--- src/rtl/uart_time_rx.sv ---
// uart_time_rx
// Receives "HH:MM" plus a CR or LF terminator over an 8N1 UART line. It
// presents the accepted time as a parallel hours/minutes value, together with
// a one-cycle load strobe, to the time-of-day counter's UART load path.
//
// Ports
//   clock        system clock
//   reset        asynchronous, active-high reset
//   rx           UART serial input (idle high, asynchronous to clock)
//   timp_ore     last accepted hours value, 0..23
//   timp_minute  last accepted minutes value, 0..59
//   load         one-cycle pulse; timp_ore/timp_minute are valid while high
//   frame_err    one-cycle pulse when a received byte has a low stop bit
//   parse_err    one-cycle pulse when a byte or value breaks the command format
module uart_time_rx #(
   parameter int CLKS_PER_BIT = 434
) (
   input  logic       clock,
   input  logic       reset,
   input  logic       rx,
   output logic [4:0] timp_ore,
   output logic [5:0] timp_minute,
   output logic       load,
   output logic       frame_err,
   output logic       parse_err
);

   localparam int CNT_W = (CLKS_PER_BIT > 1) ? $clog2(CLKS_PER_BIT) : 1;
   localparam logic [CNT_W-1:0] HALF_M1 = CNT_W'(CLKS_PER_BIT / 2 - 1);
   localparam logic [CNT_W-1:0] BIT_M1  = CNT_W'(CLKS_PER_BIT - 1);

   typedef enum logic [2:0] {
      RX_IDLE,
      RX_START,
      RX_DATA,
      RX_STOP,
      RX_WAIT_HIGH
   } rx_state_t;

   typedef enum logic [2:0] {
      P_H1,
      P_H2,
      P_COLON,
      P_M1,
      P_M2,
      P_END
   } p_state_t;

   logic             sync1_q, sync1_d;
   logic             rxs_q, rxs_d;
   logic             rxs_prev_q, rxs_prev_d;

   rx_state_t        rx_state_q, rx_state_d;
   logic [CNT_W-1:0] clk_cnt_q, clk_cnt_d;
   logic [2:0]       bit_cnt_q, bit_cnt_d;
   logic [7:0]       shift_q, shift_d;
   logic             byte_valid_q, byte_valid_d;
   logic             frame_err_q, frame_err_d;

   p_state_t         p_state_q, p_state_d;
   logic [3:0]       h1_q, h1_d, h2_q, h2_d, m1_q, m1_d, m2_q, m2_d;
   logic [4:0]       ore_q, ore_d;
   logic [5:0]       min_q, min_d;
   logic             load_q, load_d;
   logic             parse_err_q, parse_err_d;

   logic             fall_edge;
   logic             sample_tick;
   logic             is_digit;
   logic             is_term;
   logic [3:0]       digit;
   logic [6:0]       hours_full;
   logic [6:0]       minutes_full;
   logic             time_in_range;

   // Two-flop synchronizer on rx. One more delayed copy is kept so that a
   // 1->0 transition can be seen as a start-bit edge.
   always_comb begin
      sync1_d    = rx;
      rxs_d      = sync1_q;
      rxs_prev_d = rxs_q;
   end

   assign fall_edge   = rxs_prev_q & ~rxs_q;
   // The start bit is checked at its midpoint. Every later bit is checked a
   // full bit period after the previous sample.
   assign sample_tick = (rx_state_q == RX_START) ? (clk_cnt_q == HALF_M1)
                                                 : (clk_cnt_q == BIT_M1);

   // Receiver next state. The bit timer restarts at every sample point, so
   // samples stay one bit period apart and centred in each bit.
   always_comb begin
      rx_state_d = rx_state_q;
      clk_cnt_d  = clk_cnt_q;
      bit_cnt_d  = bit_cnt_q;
      shift_d    = shift_q;
      case (rx_state_q)
         RX_IDLE: begin
            clk_cnt_d = '0;
            if (fall_edge) begin
               rx_state_d = RX_START;
               bit_cnt_d  = '0;
            end
         end
         RX_START: begin
            if (sample_tick) begin
               clk_cnt_d  = '0;
               rx_state_d = rxs_q ? RX_IDLE : RX_DATA;
            end else begin
               clk_cnt_d = clk_cnt_q + CNT_W'(1);
            end
         end
         RX_DATA: begin
            if (sample_tick) begin
               clk_cnt_d = '0;
               shift_d   = {rxs_q, shift_q[7:1]};
               if (bit_cnt_q == 3'd7) begin
                  rx_state_d = RX_STOP;
               end else begin
                  bit_cnt_d = bit_cnt_q + 3'd1;
               end
            end else begin
               clk_cnt_d = clk_cnt_q + CNT_W'(1);
            end
         end
         RX_STOP: begin
            if (sample_tick) begin
               clk_cnt_d  = '0;
               rx_state_d = rxs_q ? RX_IDLE : RX_WAIT_HIGH;
            end else begin
               clk_cnt_d = clk_cnt_q + CNT_W'(1);
            end
         end
         RX_WAIT_HIGH: begin
            // A held-low line (break) must not look like a stream of frames.
            if (rxs_q) begin
               rx_state_d = RX_IDLE;
            end
         end
         default: rx_state_d = RX_IDLE;
      endcase
   end

   // Receiver outputs. The stop-bit sample decides whether the byte is
   // delivered or reported as a framing error.
   always_comb begin
      byte_valid_d = 1'b0;
      frame_err_d  = 1'b0;
      if (rx_state_q == RX_STOP && sample_tick) begin
         byte_valid_d = rxs_q;
         frame_err_d  = ~rxs_q;
      end
   end

   // In ASCII '0'..'9' the low nibble is already the digit value (byte - 0x30).
   assign is_digit = (shift_q >= 8'h30) && (shift_q <= 8'h39);
   assign digit    = shift_q[3:0];
   assign is_term  = (shift_q == 8'h0D) || (shift_q == 8'h0A);

   // Build tens*10 + units as (d<<3)+(d<<1). The largest value is 99, so 7 bits
   // are enough.
   assign hours_full    = ({3'b000, h1_q} << 3) + ({3'b000, h1_q} << 1) + {3'b000, h2_q};
   assign minutes_full  = ({3'b000, m1_q} << 3) + ({3'b000, m1_q} << 1) + {3'b000, m2_q};
   assign time_in_range = (hours_full <= 7'd23) && (minutes_full <= 7'd59);

   // Parser next state. A bad byte drops the partial command. A framing error
   // also drops it, because that byte is lost.
   always_comb begin
      p_state_d = p_state_q;
      h1_d      = h1_q;
      h2_d      = h2_q;
      m1_d      = m1_q;
      m2_d      = m2_q;
      if (frame_err_q) begin
         p_state_d = P_H1;
      end else if (byte_valid_q) begin
         p_state_d = P_H1;
         case (p_state_q)
            P_H1: if (is_digit) begin
               h1_d      = digit;
               p_state_d = P_H2;
            end
            P_H2: if (is_digit) begin
               h2_d      = digit;
               p_state_d = P_COLON;
            end
            P_COLON: if (shift_q == 8'h3A) begin
               p_state_d = P_M1;
            end
            P_M1: if (is_digit) begin
               m1_d      = digit;
               p_state_d = P_M2;
            end
            P_M2: if (is_digit) begin
               m2_d      = digit;
               p_state_d = P_END;
            end
            default: p_state_d = P_H1;
         endcase
      end
   end

   // Parser outputs. Each delivered byte ends in at most one of load or
   // parse_err. The time registers change only together with load.
   always_comb begin
      load_d      = 1'b0;
      parse_err_d = 1'b0;
      ore_d       = ore_q;
      min_d       = min_q;
      if (byte_valid_q) begin
         case (p_state_q)
            P_H1, P_H2, P_M1, P_M2: parse_err_d = ~is_digit;
            P_COLON:                parse_err_d = (shift_q != 8'h3A);
            P_END: begin
               if (is_term && time_in_range) begin
                  load_d = 1'b1;
                  ore_d  = hours_full[4:0];
                  min_d  = minutes_full[5:0];
               end else begin
                  parse_err_d = 1'b1;
               end
            end
            default: parse_err_d = 1'b1;
         endcase
      end
   end

   // State register for synchronizer, receiver and parser. The rx copies reset
   // to the idle-high level so that leaving reset is not seen as a start edge.
   always_ff @(posedge clock or posedge reset) begin
      if (reset) begin
         sync1_q      <= 1'b1;
         rxs_q        <= 1'b1;
         rxs_prev_q   <= 1'b1;
         rx_state_q   <= RX_IDLE;
         clk_cnt_q    <= '0;
         bit_cnt_q    <= '0;
         shift_q      <= '0;
         byte_valid_q <= 1'b0;
         frame_err_q  <= 1'b0;
         p_state_q    <= P_H1;
         h1_q         <= '0;
         h2_q         <= '0;
         m1_q         <= '0;
         m2_q         <= '0;
         ore_q        <= '0;
         min_q        <= '0;
         load_q       <= 1'b0;
         parse_err_q  <= 1'b0;
      end else begin
         sync1_q      <= sync1_d;
         rxs_q        <= rxs_d;
         rxs_prev_q   <= rxs_prev_d;
         rx_state_q   <= rx_state_d;
         clk_cnt_q    <= clk_cnt_d;
         bit_cnt_q    <= bit_cnt_d;
         shift_q      <= shift_d;
         byte_valid_q <= byte_valid_d;
         frame_err_q  <= frame_err_d;
         p_state_q    <= p_state_d;
         h1_q         <= h1_d;
         h2_q         <= h2_d;
         m1_q         <= m1_d;
         m2_q         <= m2_d;
         ore_q        <= ore_d;
         min_q        <= min_d;
         load_q       <= load_d;
         parse_err_q  <= parse_err_d;
      end
   end

   assign timp_ore    = ore_q;
   assign timp_minute = min_q;
   assign load        = load_q;
   assign frame_err   = frame_err_q;
   assign parse_err   = parse_err_q;

endmodule

--- config.mk ---
export PLATFORM = sky130hd
export DESIGN_NAME = uart_time_rx
export DESIGN_NICKNAME = d
export VERILOG_FILES = /design/src/rtl/uart_time_rx.sv
export SDC_FILE = /design/constraint.sdc
export NUM_CORES = 1
export LEC_CHECK = 0
export BUFFER_PORTS_ARGS = -buffer_cell sky130_fd_sc_hd__buf_4
export CAP_MARGIN = 0
export CORE_ASPECT_RATIO = 2
export CORE_UTILIZATION = 30
export CTS_CLUSTER_SIZE = 28
export DETAILED_ROUTE_END_ITERATION = 10
export PLACE_DENSITY = 0.54
export SYNTH_ARGS = -nofsm -noshare
export SYNTH_HDL_FRONTEND = slang
export SYNTH_SLANG_ARGS = --single-unit
--- constraint.sdc ---
create_clock -name clock -period 2.68 [get_ports clock]
set_input_delay 0.268 -clock clock [delete_from_list [all_inputs] [get_ports clock]]
set_output_delay 0.268 -clock clock [all_outputs]
set_load 0.01 [all_outputs]
==> results_dict.tcl <==
set metrics [dict create \
    diodes 0 \
    grt-ovfl-total 0 \
    worst_ep_arrival_time_ns 2.89 \
    tns_ns -0.00470 \
    avgViaCountPerCell 4.79 \
    syn_area_mm2 0.00318 \
    setup_violations 3 \
    power_density_mw_per_mm2 585 \
    top_usage_layer "met2" \
    htree_levels 3 \
    status "finished, violations left" \
    failed_checks "negative setup slack" \
    grt_usage 0.130 \
    numCtsBuffers 9 \
    fp.dieW_um 74.8 \
    start_util 0.311 \
    die_h_um 148 \
    die_area_mm2 0.0110 \
    finalPower_mw 2.31 \
    intPower_mw 1.79 \
    globalplace.congestion 0.769 \
    crit_slowest_cell "fa_2" \
    use_met3 0.0348 \
    required_ns 2.89 \
    layout_commonest_cell "dfrtp_1" \
    p_switching_uw 520 \
    cts_tree "done" \
    clk_pin_slew_ns 0.05 \
    postSynthAreaPerCell_um2 11.2 \
    setup_ws_ns -0.00326 \
    clock.fmax_mhz 373 \
    rsz0062_at_grt "yes" \
    cap_violations 0 \
    hold_path.class "in -> reg" \
    cts.sinks 60 \
    cp-end-kind "flip-flop" \
    grt_pass1_wl_mm 10.6 \
    cp_cell_sequence "ha_1 -> ha_2 -> inv_2 -> fa_2 -> xor2_2 -> o2111ai_2 -> a21oi_2 -> and3b_1 -> nand4_2 -> buf_6 -> mux2_4" \
    fin_nets 351 \
    grt_pass1_vias 2294 \
    drt_iter0_drc 98 \
    skew_ns 0.00822 \
    antenna_found_initial 0 \
    grt_use_met1 0.126 \
    leakagePower_nw 1.94 \
    grt_use_met2 0.242 \
    worstSkewPairLatency_ns 0.32 \
    ctsHoldBuffers 0 \
    path_class "reg -> reg" \
    io_pins 17 \
    yosysWarnings 0 \
    ys_seq_elements 60 \
    most-common-layout-cells "dfrtp_1, buf_4, nand2_1, mux2_2, inv_1" \
    grt_max_degree 48 \
    pre_cts_ws_ns -0.191 \
    syn2layout_area_growth_pct 23.8 \
    finalHoldViolations 0 \
    tightest_slew_ns 1.02 \
    cts-root-buf "clkbuf_16" \
    hpwl_mm 4.82 \
    final_util 0.385 \
    placementRows 52 \
    startpoint_type "flip-flop" \
    synth-async-reset-ratio 1.00 \
    yosysSeqAreaShare 0.473 \
    seq_area_mm2 0.00151 \
    place_area_mm2 0.00357 \
    power_frac_clock 0.489 \
    drc 0 \
    slew_headroom 0.321 \
    critical_path.max_stage_delay_ns 0.41 \
    comb_power_share 0.062 \
    p_seq_frac 0.449 \
    drtAntennaViolNets 0 \
    drv_slew 0 \
    crit_family "adder cells" \
    first_pass_iters 4 \
    critPathMaxFanout 7 \
    synth_nets 308 \
    synth_ff_type "dfrtp_1" \
    synth_edf_count 0 \
    port_buffers 16 \
    vias 2235 \
    ir_worst_vdd_mv 0.366 \
    fin_crit_sh 1.00 \
    path_buf_inv 2 \
    min_period_ns 2.68 \
    design_area_mm2 0.00394 \
    p_sw_frac 0.226 \
    coreArea_mm2 0.0102 \
    wire_per_inst_um 13.9 \
    synthDistinctLibCells 56 \
    drive_gt1_frac 0.328 \
    fill_cells 1021 \
    synthCells 284 \
    routed_wl_mm 6.49 \
    multiInputGateArea_mm2 0.00155 \
    ctsLongestPathBuffers 2 \
]
[flip-flops by register name, summed over array words and instances (netlist names)]
| name | cells |
|---|---|
| parse_err | 1 |
| byte_valid_q | 1 |
| shift_q | 8 |
| p_state_q | 3 |
| rxs_prev_d | 1 |
| rxs_prev_q | 1 |
| bit_cnt_q | 3 |
| m2_q | 4 |
| m1_q | 4 |
| rxs_d | 1 |
| rx_state_q | 3 |
| load | 1 |
| frame_err | 1 |
| clk_cnt_q | 9 |
| h2_q | 4 |
| h1_q | 4 |
| timp_minute | 6 |
| timp_ore | 5 |
[synth_stat cells, types with 3 or more instances]
master / n / area (um^2)
a21oi_1: 11 / 55.1
a22o_1: 4 / 35.0
and3_1: 4 / 25.0
and3b_1: 3 / 26.3
buf_2: 4 / 20.0
dfrtp_1: 57 / 1430
dfstp_2: 3 / 78.8
fa_1: 4 / 80.1
ha_1: 17 / 213
inv_1: 24 / 90.1
mux2_2: 23 / 259
mux2_4: 7 / 105
mux2i_1: 5 / 50.1
nand2_1: 26 / 97.6
nand3_1: 8 / 40.0
nand3b_1: 3 / 22.5
nor2_1: 16 / 60.1
o21ai_0: 8 / 40.0
o21ai_1: 6 / 30.0
xnor2_1: 3 / 26.3
xor2_1: 6 / 52.6
[layout make-up]
class,instances,area share
repair buffers,42,0.0820
inverters,24,0.0229
well taps,135,0.0429
flip-flops and latches,60,0.382
multi-input cells,190,0.393
clock buffers,16,0.0766
[per-stage QoR]
step / std cells / hold WS [ns]
4_1_cts: 465 / 0.0328
5_1_grt: 467 / 0.0336
3_3_place_gp: 447 / 0.347
3_5_place_dp: 447 / 0.347
2_1_floorplan: 284 / 0.272
6_report: 467 / 0.0499
[power by group through the flow]
stage	Sequential (mW)	Combinational, mW	Clock [mW]
2_1_floorplan	1.03	0.118	0
3_3_place_gp	1.05	0.142	0
3_5_place_dp	1.05	0.145	0
4_1_cts	1.04	0.147	1.16
5_1_grt	1.05	0.166	1.20
6_report	1.04	0.143	1.13
[path summary, 6_finish.rpt]
kind | from | end | depth (start not counted) | slack, ns
max | h1_q[1] | timp_minute[4] | 11 | -0.003
min | rx | rxs_d | 1 | 0.05
max reg2reg | h1_q[1] | timp_minute[4] | 11 | -0.003
min reg2reg | rxs_d | rxs_prev_d | 0 | 0.35
max in group asynchronous | reset | shift_q[3] | 3 | 1.73
min in group asynchronous | reset | m1_q[2] | 2 | 0.19
[kinds of logic after synthesis]
logic type / share of synthesized area
fa+ha+maj: 0.0920
simple gates: 0.146
compound gates: 0.0853
flops: 0.473
xor+xnor: 0.0248
buf+inv: 0.0492
mux: 0.130
[layer usage]
metal  vias to the layer above  part of all wire
met3                         9             0.025
met1                      1110              0.37
li1                       1079                 -
met5                         -                 0
met2                        37              0.58
met4                         0             0.019
[worst reg2reg max path, delay by kind of cell, from the launching register on]
kind                       cells  cell delay [ns]
AOI/OAI and AO/OA              2             0.31
muxes                          1             0.29
adders and majority gates      3             0.89
DFF                            1             0.39
xor gates and xnor gates       1             0.18
and+or+nand+nor                2             0.30
buffers and inverters          2             0.21
[what timing repair did]
item | 4_1_cts | 5_1_grt
setup endpoints to repair | 11 | 11
buffers inserted | 2 | 2
gates resized for setup | 10 | 2
pin swaps | 13 | 5
Power figures use the tool's default switching activity.
